File: config.mk
export PLATFORM = sky130hd
export DESIGN_NAME = fetch_stage_flat
export DESIGN_NICKNAME = d
export VERILOG_FILES = /design/src/rtl/fetch_stage_if.sv /design/src/rtl/fetch_stage.sv /design/src/flat_wrapper.sv
export SDC_FILE = /design/constraint.sdc
export NUM_CORES = 1
export LEC_CHECK = 0
export CORE_AREA = 10 10 113 140
export DETAILED_ROUTE_END_ITERATION = 7
export DIE_AREA = 0 0 123 150
export PLACE_DENSITY = 0.91
export SETUP_SLACK_MARGIN = 0.2
export SYNTH_ARGS = -nofsm -noshare
export SYNTH_HDL_FRONTEND = slang
export SYNTH_SLANG_ARGS = --single-unit
File: constraint.sdc
create_clock -name clk -period 2.1 [get_ports clk]
set_input_delay 0.315 -clock clk [delete_from_list [all_inputs] [get_ports clk]]
set_output_delay 0.315 -clock clk [all_outputs]
set_load 0.1 [all_outputs]
File: src/rtl/fetch_stage_if.sv
// Instruction-memory bus between the fetch stage (master) and the instruction memory (slave).
// The memory answers the address presented this cycle and qualifies the word with imem_ready.
interface fetch_stage_if;
  logic [31:0] imem_addr;
  logic [31:0] imem_rdata;
  logic        imem_ready;

  modport master (
    output imem_addr,
    input  imem_rdata,
    input  imem_ready
  );

  modport slave (
    input  imem_addr,
    output imem_rdata,
    output imem_ready
  );
endinterface

File: src/rtl/fetch_stage.sv
// RV32I instruction-fetch stage and IF/ID pipeline register.
// Owns the PC, fetches from instruction memory, and turns execute-stage redirects into bubbles.
module fetch_stage #(
  parameter logic [31:0] RESET_PC  = 32'h0000_0000,
  parameter logic [31:0] NOP_INSTR = 32'h0000_0013
) (
  input  logic                 clk,
  input  logic                 rst,
  input  logic                 stall,
  input  logic [1:0]           PCSrc,
  input  logic [31:0]          PC_target,
  input  logic [31:0]          aluResult,
  input  logic                 jalr,
  fetch_stage_if.master        imem,
  output logic [31:0]          if_id_instr,
  output logic [31:0]          if_id_pc,
  output logic [31:0]          if_id_pc4,
  output logic                 if_id_valid,
  output logic                 flush_ex
);

  typedef enum logic [1:0] {
    BOOT    = 2'd0,
    RUN     = 2'd1,
    MEMWAIT = 2'd2
  } state_t;

  state_t      state;
  logic [31:0] pc;
  logic [31:0] pc_plus4;
  logic        redirect;
  logic [31:0] redirect_target;

  // NOTE: every signal written in always_comb gets a default first, so no path can infer a latch.
  always_comb begin
    redirect        = (PCSrc != 2'b00);
    redirect_target = PC_target;
    if (PCSrc[1] && jalr) begin
      // JALR clears bit 0 of the computed address.
      redirect_target = aluResult & 32'hFFFF_FFFE;
    end
  end

  // Modulo-2^32 add: a fetch at 32'hFFFF_FFFC continues at 0.
  assign pc_plus4       = pc + 32'd4;
  assign flush_ex       = redirect & ~rst;
  assign imem.imem_addr = pc;

  // NOTE: sequential state uses non-blocking assignments only, so every register
  // samples the pre-edge values and ordering inside the block does not matter.
  always_ff @(posedge clk) begin
    if (rst) begin
      pc          <= RESET_PC;
      if_id_instr <= NOP_INSTR;
      if_id_pc    <= '0;
      if_id_pc4   <= '0;
      if_id_valid <= 1'b0;
      state       <= BOOT;
    end else if (redirect) begin
      // Wrong-path fetch is dropped, even if the memory is answering right now.
      pc          <= redirect_target;
      if_id_instr <= NOP_INSTR;
      if_id_pc    <= '0;
      if_id_pc4   <= '0;
      if_id_valid <= 1'b0;
      state       <= RUN;
    end else if (!stall) begin
      case (state)
        BOOT: begin
          state <= RUN;
        end
        RUN, MEMWAIT: begin
          if (imem.imem_ready) begin
            if_id_instr <= imem.imem_rdata;
            if_id_pc    <= pc;
            if_id_pc4   <= pc_plus4;
            if_id_valid <= 1'b1;
            pc          <= pc_plus4;
            state       <= RUN;
          end else begin
            if_id_instr <= NOP_INSTR;
            if_id_pc    <= '0;
            if_id_pc4   <= '0;
            if_id_valid <= 1'b0;
            state       <= MEMWAIT;
          end
        end
        default: begin
          state <= RUN;
        end
      endcase
    end
  end

endmodule

File: src/flat_wrapper.sv
// flat-port wrapper written by rule: the top's interface ports become plain ports
module fetch_stage_flat 
#(
  parameter logic [31:0] RESET_PC  = 32'h0000_0000,
  parameter logic [31:0] NOP_INSTR = 32'h0000_0013
)
  (clk, rst, stall, PCSrc, PC_target, aluResult, jalr, if_id_instr, if_id_pc, if_id_pc4, if_id_valid, flush_ex, imem_imem_addr, imem_imem_rdata, imem_imem_ready);
  fetch_stage_if imem_i ();
  input  logic clk;
  input  logic rst;
  input  logic stall;
  input  logic [1:0] PCSrc;
  input  logic [31:0] PC_target;
  input  logic [31:0] aluResult;
  input  logic jalr;
  output logic [31:0] if_id_instr;
  output logic [31:0] if_id_pc;
  output logic [31:0] if_id_pc4;
  output logic if_id_valid;
  output logic flush_ex;
  output wire logic [$bits(imem_i.imem_addr)-1:0] imem_imem_addr;
  input wire logic [$bits(imem_i.imem_rdata)-1:0] imem_imem_rdata;
  input wire logic [$bits(imem_i.imem_ready)-1:0] imem_imem_ready;
  assign imem_imem_addr = imem_i.imem_addr;
  assign imem_i.imem_rdata = imem_imem_rdata;
  assign imem_i.imem_ready = imem_imem_ready;
  fetch_stage #(.RESET_PC(RESET_PC), .NOP_INSTR(NOP_INSTR)) u_core (.clk(clk), .rst(rst), .stall(stall), .PCSrc(PCSrc), .PC_target(PC_target), .aluResult(aluResult), .jalr(jalr), .imem(imem_i), .if_id_instr(if_id_instr), .if_id_pc(if_id_pc), .if_id_pc4(if_id_pc4), .if_id_valid(if_id_valid), .flush_ex(flush_ex));
endmodule
Word level (Yosys, flattened, before mapping)

Cells that the tools add are included.

Flip-flop bits (word level): 131
Latch bits: 0
Memory bits (writable): 0
Bits in read-only memories: 0
Bits of input ports: 103
Output and inout bits: 130
Logic and storage cells: 35
Memories: 0

Add/subtract/negate cells: 1
Multipliers: 0
Div/mod/pow operators: 0
Order comparisons: 0
Equality and inequality tests: 3
Shift operators: 0
Muxes and demuxes: 13
Bitwise operators: 3
Reductions and logical operators: 8

Operators with widths:

| operator              | count |
|---|---|
| $mux 32               | 8 |
| $add 32x3->32 const B | 1 |
| $reduce_bool 2->1     | 3 |
| $mux 2                | 2 |
| $reduce_or 2->1       | 2 |
| $mux 1                | 3 |
| $reduce_and 3->1      | 1 |
| $eq 2x1->1 const B    | 1 |
| $eq 2x2->1 const B    | 1 |
| $ne 2x1->1 const B    | 1 |
| $not 1->1             | 2 |
| $reduce_and 2->1      | 1 |
| $and 1x1->1           | 1 |
| $logic_and 1x1->1     | 1 |

Logic depth before layout (Yosys ltp)

Depth after elaboration: 5
Gate-level depth with buffers: 8
Mapped depth without buffers: 6

Least setup slack after synthesis

No wires, ideal clock.

Path type: register -> register
Start: register u_core.pc[2] (netlist: u_core.imem.imem_addr[2])
End: register u_core.pc[30] (netlist: u_core.imem.imem_addr[30])
Setup time: 0.134 ns
Data arrival time: 2.553 ns
Required time: 1.966 ns
Setup slack: -0.587 ns
Cell stages (with the launch flop): 8
Buffers on the path: 1
Period minus slack after synthesis: 2.687 ns
Path through: dfxtp_1 > ha_1 > nand3_4 > nor4_4 > buf_6 > nand4_1 > xnor2_1 > o22ai_1

Cells in the longest elaborated chain, start to end: 5

RTL lines:

| element                | RTL line          | RTL |
|---|---|---|
| from (decl)            | fetch_stage.sv:29 | `logic [31:0] pc;` |
| from (signal assigned) | fetch_stage.sv:61 | `pc <= redirect_target;` |
| from (signal assigned) | fetch_stage.sv:78 | `pc <= pc_plus4;` |
| $add 32x3->32          | fetch_stage.sv:45 | `assign pc_plus4 = pc + 32'd4;` |
| $mux 32                | fetch_stage.sv:73 | `if (imem.imem_ready) begin` |
| $mux 32                | fetch_stage.sv:68 | `case (state)` |
| $mux 32                | fetch_stage.sv:67 | `end else if (!stall) begin` |
| $mux 32                | fetch_stage.sv:59 | `end else if (redirect) begin` |

No other way between the ends. The select of a mux whose other input is x is not followed.
A chain may end at the register's enable or synchronous reset.

Final worst setup path

Start: input port rst
End: output port flush_ex

Cells in the longest elaborated chain, start to end: 2

RTL lines:

| element     | RTL line           | RTL |
|---|---|---|
| from (decl) | flat_wrapper.sv:10 | `input logic rst;` |
| $not 1->1   | fetch_stage.sv:46  | `assign flush_ex = redirect & ~rst;` |
| $and 1x1->1 | fetch_stage.sv:46  |  |
| to (decl)   | flat_wrapper.sv:20 | `output logic flush_ex;` |

No other way between the ends.

==> run_results.csv <==
group,metric,value,unit
route,routed_wire_length_per_instance,20.2,um
sta,post-route-period-util,0.904,
logic_synthesis,synth.net_count,676,
route,antenna_violating_nets_post_route,0,
grt,gr-usage-all-layers,0.212,
grt,initial_antenna_violation_count,0,
logic_synthesis,cells_after_synth,572,
sta,setup-tns-final,0,ns
final_layout,num-nets-final,899,
route,detail_route.drc_violations,0,
logic_synthesis,postSynthAreaPerCell,9.66,um^2
floorplanning,die_width,123,um
power,vdd_ir_drop_max,0.000507,V
logic_synthesis,synth.ff_latch_count,129,
placed_design,buffer_ports.inserted,231,
clock_tree,tritoncts.num_buffers,17,
clock_tree,ctsHtreeMaxLevel,4,
worst_setup_path,critical_path_required_time,1.78,ns
clock_tree,post_cts.repair.setup_buffers,0,
grt,grt-ovfl-total,0,
clock_tree,clockBufferDepth,2,
final_layout,layout-drive-gt1-share,0.297,
logic_synthesis,synth_top_cells_by_count,"129 x sky130_fd_sc_hd__dfxtp_1, 57 x sky130_fd_sc_hd__a22o_1, 57 x sky130_fd_sc_hd__nand2_1",
logic_synthesis,yosysMostFrequentCell,"sky130_fd_sc_hd__dfxtp_1",
clock_tree,clk-insertion-delay-late,0.42,ns
final_layout,antenna_cells,0,
route,drt_wl_total,19.8,mm
worst_setup_path,regToRegSetupSlack,0.33,ns
sta,slew_viol_final,0,
route,dr.pass1.iters,5,
floorplanning,row_count,47,
logic_synthesis,netlist_area,5530,um^2
route,drtIter0Drc,427,
grt,grt_pass1_vias,5382,
placed_design,detailedPlacementHpwl,15.3,mm
job,maxCapViolCount,0,
worst_setup_path,critPathMaxFanout,13,
min_path,hold_end,"u_core.if_id_valid",
floorplanning,design.die.area,18500,um^2
sta,timing.slew.headroom,0.603,
sta,final_hold_viol_count,0,
worst_setup_path,timing_worst_setup_path_type,"in -> out",
sta,setup-violations-final,0,
power,p_per_area,831,nW/um^2
final_layout,area_delta_synth_final,55.3,%
floorplanning,initial_cell_density_of_the_core,0.422,
worst_setup_path,crit_path_start_kind,"input pin",
floorplanning,die_y,150,um
sta,fin_hold_ws,0.446,ns
floorplanning,core_area,13100,um^2
clock_tree,ctsHoldBuffers,0,
worst_setup_path,endpoint_kind,"output port",
logic_synthesis,synth_top_cell_area_share,0.467,
sta,finalClockSkew,0.00858,ns
worst_setup_path,critical-path-max-stage-delay,0.49,ns
final_layout,final.fill_count,1033,
floorplanning,floorplan.io_pins,233,
logic_synthesis,synth_enable_flop_cells,0,
min_path,holdCritStartpoint,"u_core.if_id_valid",
clock_tree,clk_pin_slew,0.06,ns
logic_synthesis,post-synth-top-area-cell,"sky130_fd_sc_hd__dfxtp_1",
run_status,status,"complete, no violations",
logic_synthesis,ys_top_cells_by_area,"sky130_fd_sc_hd__dfxtp_1 47%, sky130_fd_sc_hd__a22o_1 9.0%, sky130_fd_sc_hd__xor2_1 5.4%",
sta,period_needed,1.90,ns
logic_synthesis,postSynth.topFlopCell,"sky130_fd_sc_hd__dfxtp_1",
worst_setup_path,rr_endpoint,"u_core.imem.imem_addr[24]",
clock_tree,clock_sinks,129,
power,p_leak,3.51,nW
clock_tree,tritoncts,"built",
min_path,timing.hold.worst.class,"reg -> reg",
logic_synthesis,ys_seq_area_frac,0.467,
sta,worst_pin_slew,0.595,ns
worst_setup_path,worst_path_dominant_cell_family,"buffers and inverters",
worst_setup_path,cpMaxStageDelayCell,"sky130_fd_sc_hd__clkdlybuf4s50_1",
route,routed-via-count,5298,
worst_setup_path,crit_chain,"clkdlybuf4s50_1 -> buf_6 -> or2_2 -> inv_2 -> buf_12",
clock_tree,cts_root_buffer,"sky130_fd_sc_hd__clkbuf_16",
worst_setup_path,critPathBufInv,4,
grt,grt_max_degree,44,
worst_setup_path,crit-reg2reg-launch,"u_core.imem.imem_addr[10]",
worst_setup_path,cp.arrival,1.58,ns
sta,setup_repair_after_global_routing_missed_its_margin,"true",
min_path,hold-path-cell-count,2,
route,avgViaCountPerCell,5.41,
logic_synthesis,yosys_warnings,0,
grt,grt_first_pass_wirelength,30.4,mm
power,post-layout-total-power,7.13,mW
sta,max_freq,527,MHz
placed_design,gpl.final_weighted_congestion,0.893,
logic_synthesis,ys_async_sr_fraction,0,
logic_synthesis,synthDistinctLibCells,43,
worst_setup_path,rr_worst_depth,6,
how the worst max path moves through the flow:
stage,start,endpoint,cells past startpoint
floorplan,u_core.imem.imem_addr[2],u_core.imem.imem_addr[30],7
global placement,PCSrc[1],u_core.imem.imem_addr[15],6
detailed placement,PCSrc[1],u_core.imem.imem_addr[15],6
CTS,PCSrc[0],flush_ex,6
global route,rst,flush_ex,5
finish,rst,flush_ex,5
layout by cell type (no fill, tap or decap), types with 3 or more instances in the layout:
cell type | Yosys | final
sky130_fd_sc_hd__nand3_1 | 23 | 23
sky130_fd_sc_hd__bufinv_16 | 0 | 5
sky130_fd_sc_hd__clkbuf_16 | 0 | 18
sky130_fd_sc_hd__o22a_1 | 3 | 3
sky130_fd_sc_hd__o21ai_1 | 4 | 4
sky130_fd_sc_hd__inv_1 | 9 | 8
sky130_fd_sc_hd__clkdlybuf4s50_1 | 0 | 100
sky130_fd_sc_hd__a21oi_1 | 5 | 5
sky130_fd_sc_hd__o22ai_1 | 27 | 27
sky130_fd_sc_hd__buf_4 | 4 | 142
sky130_fd_sc_hd__nor4_4 | 3 | 3
sky130_fd_sc_hd__dfxtp_1 | 129 | 103
sky130_fd_sc_hd__nand4_1 | 12 | 12
sky130_fd_sc_hd__xnor2_1 | 22 | 22
sky130_fd_sc_hd__o21ai_0 | 26 | 26
sky130_fd_sc_hd__nor3_1 | 10 | 10
sky130_fd_sc_hd__dfxtp_4 | 0 | 18
sky130_fd_sc_hd__a22oi_1 | 13 | 13
sky130_fd_sc_hd__xor2_1 | 34 | 34
sky130_fd_sc_hd__a22o_1 | 57 | 57
sky130_fd_sc_hd__nor2_1 | 22 | 21
sky130_fd_sc_hd__clkbuf_8 | 0 | 3
sky130_fd_sc_hd__and2_1 | 3 | 3
sky130_fd_sc_hd__mux2i_1 | 19 | 19
sky130_fd_sc_hd__dfxtp_2 | 0 | 8
sky130_fd_sc_hd__buf_12 | 0 | 10
sky130_fd_sc_hd__mux2_2 | 13 | 13
sky130_fd_sc_hd__a211oi_1 | 3 | 3
sky130_fd_sc_hd__nand3_2 | 3 | 3
sky130_fd_sc_hd__nand2_1 | 57 | 57
metrics by stage:
step                       util  cells  area (um^2)  setup WS [ns]
after global routing      0.655    979         8580          0.171
after floorplan               -    572         5630         0.0968
final                     0.655    979         8580          0.202
after global placement    0.602    947         7890         0.0305
after CTS                 0.654    979         8580          0.206
after detailed placement  0.602    947         7890       0.000991
worst min-delay path: stages, from the launching register on:
cell                      delay, ns
sky130_fd_sc_hd__dfxtp_1       0.31
sky130_fd_sc_hd__nand2_1       0.05
sky130_fd_sc_hd__nand2_1       0.04
metal layers:
metal	global-route usage	wire length [um]	up-vias	share of wire
met2	0.364	10300	255	0.52
met3	0.0580	1520	37	0.077
li1	-	-	2519	-
met4	0.0916	530	0	0.027
met1	0.239	7450	2487	0.38
met5	0	0	-	0
cell type report:
| cell class | count | area [um^2] | share of cell area |
|---|---|---|---|
| clock buffer | 21 | 492 | 0.0573 |
| tap | 171 | 214 | 0.0249 |
| inverter | 9 | 33.8 | 0.00394 |
| clock inverter | 11 | 195 | 0.0227 |
| sequential | 129 | 2660 | 0.310 |
| timing repair buffer | 255 | 2300 | 0.268 |
| multi-input combinational | 383 | 2690 | 0.313 |
registers in the layout, summed over array words and instances, names as in the netlist:
name	cells
u_core.if_id_pc4	32
u_core.if_id_instr	32
u_core.state	2
u_core.if_id_pc	30
u_core.imem.imem_addr	32
u_core.if_id_valid	1
report_power, final:
part	internal, mW	switching [mW]	leakage, nW	total, mW
Clock	2.28	1.11	0.336	3.39
Sequential	2.51	0.126	1.06	2.64
Combinational	0.410	0.694	2.11	1.10
logic make-up (layout without fill, tap and decap cells):
logic type | count (synthesis) | in the layout | share of synthesized area
adder cells (fa/ha/maj) | 1 | 1 | 0.00226
XOR/XNOR | 56 | 56 | 0.0887
multiplexers | 32 | 32 | 0.0609
AO/OA/AOI/OAI | 145 | 145 | 0.189
flip-flops | 129 | 129 | 0.467
buffers and inverters | 60 | 296 | 0.0507
AND/OR/NAND/NOR | 149 | 149 | 0.141
repair_timing:
action                     CTS  global route
setup endpoints to repair    1             4
gates cloned                 0             0
gates resized for setup      2             2
pin swaps                    0             1
No activity file was read; power rests on OpenSTA's default activity.
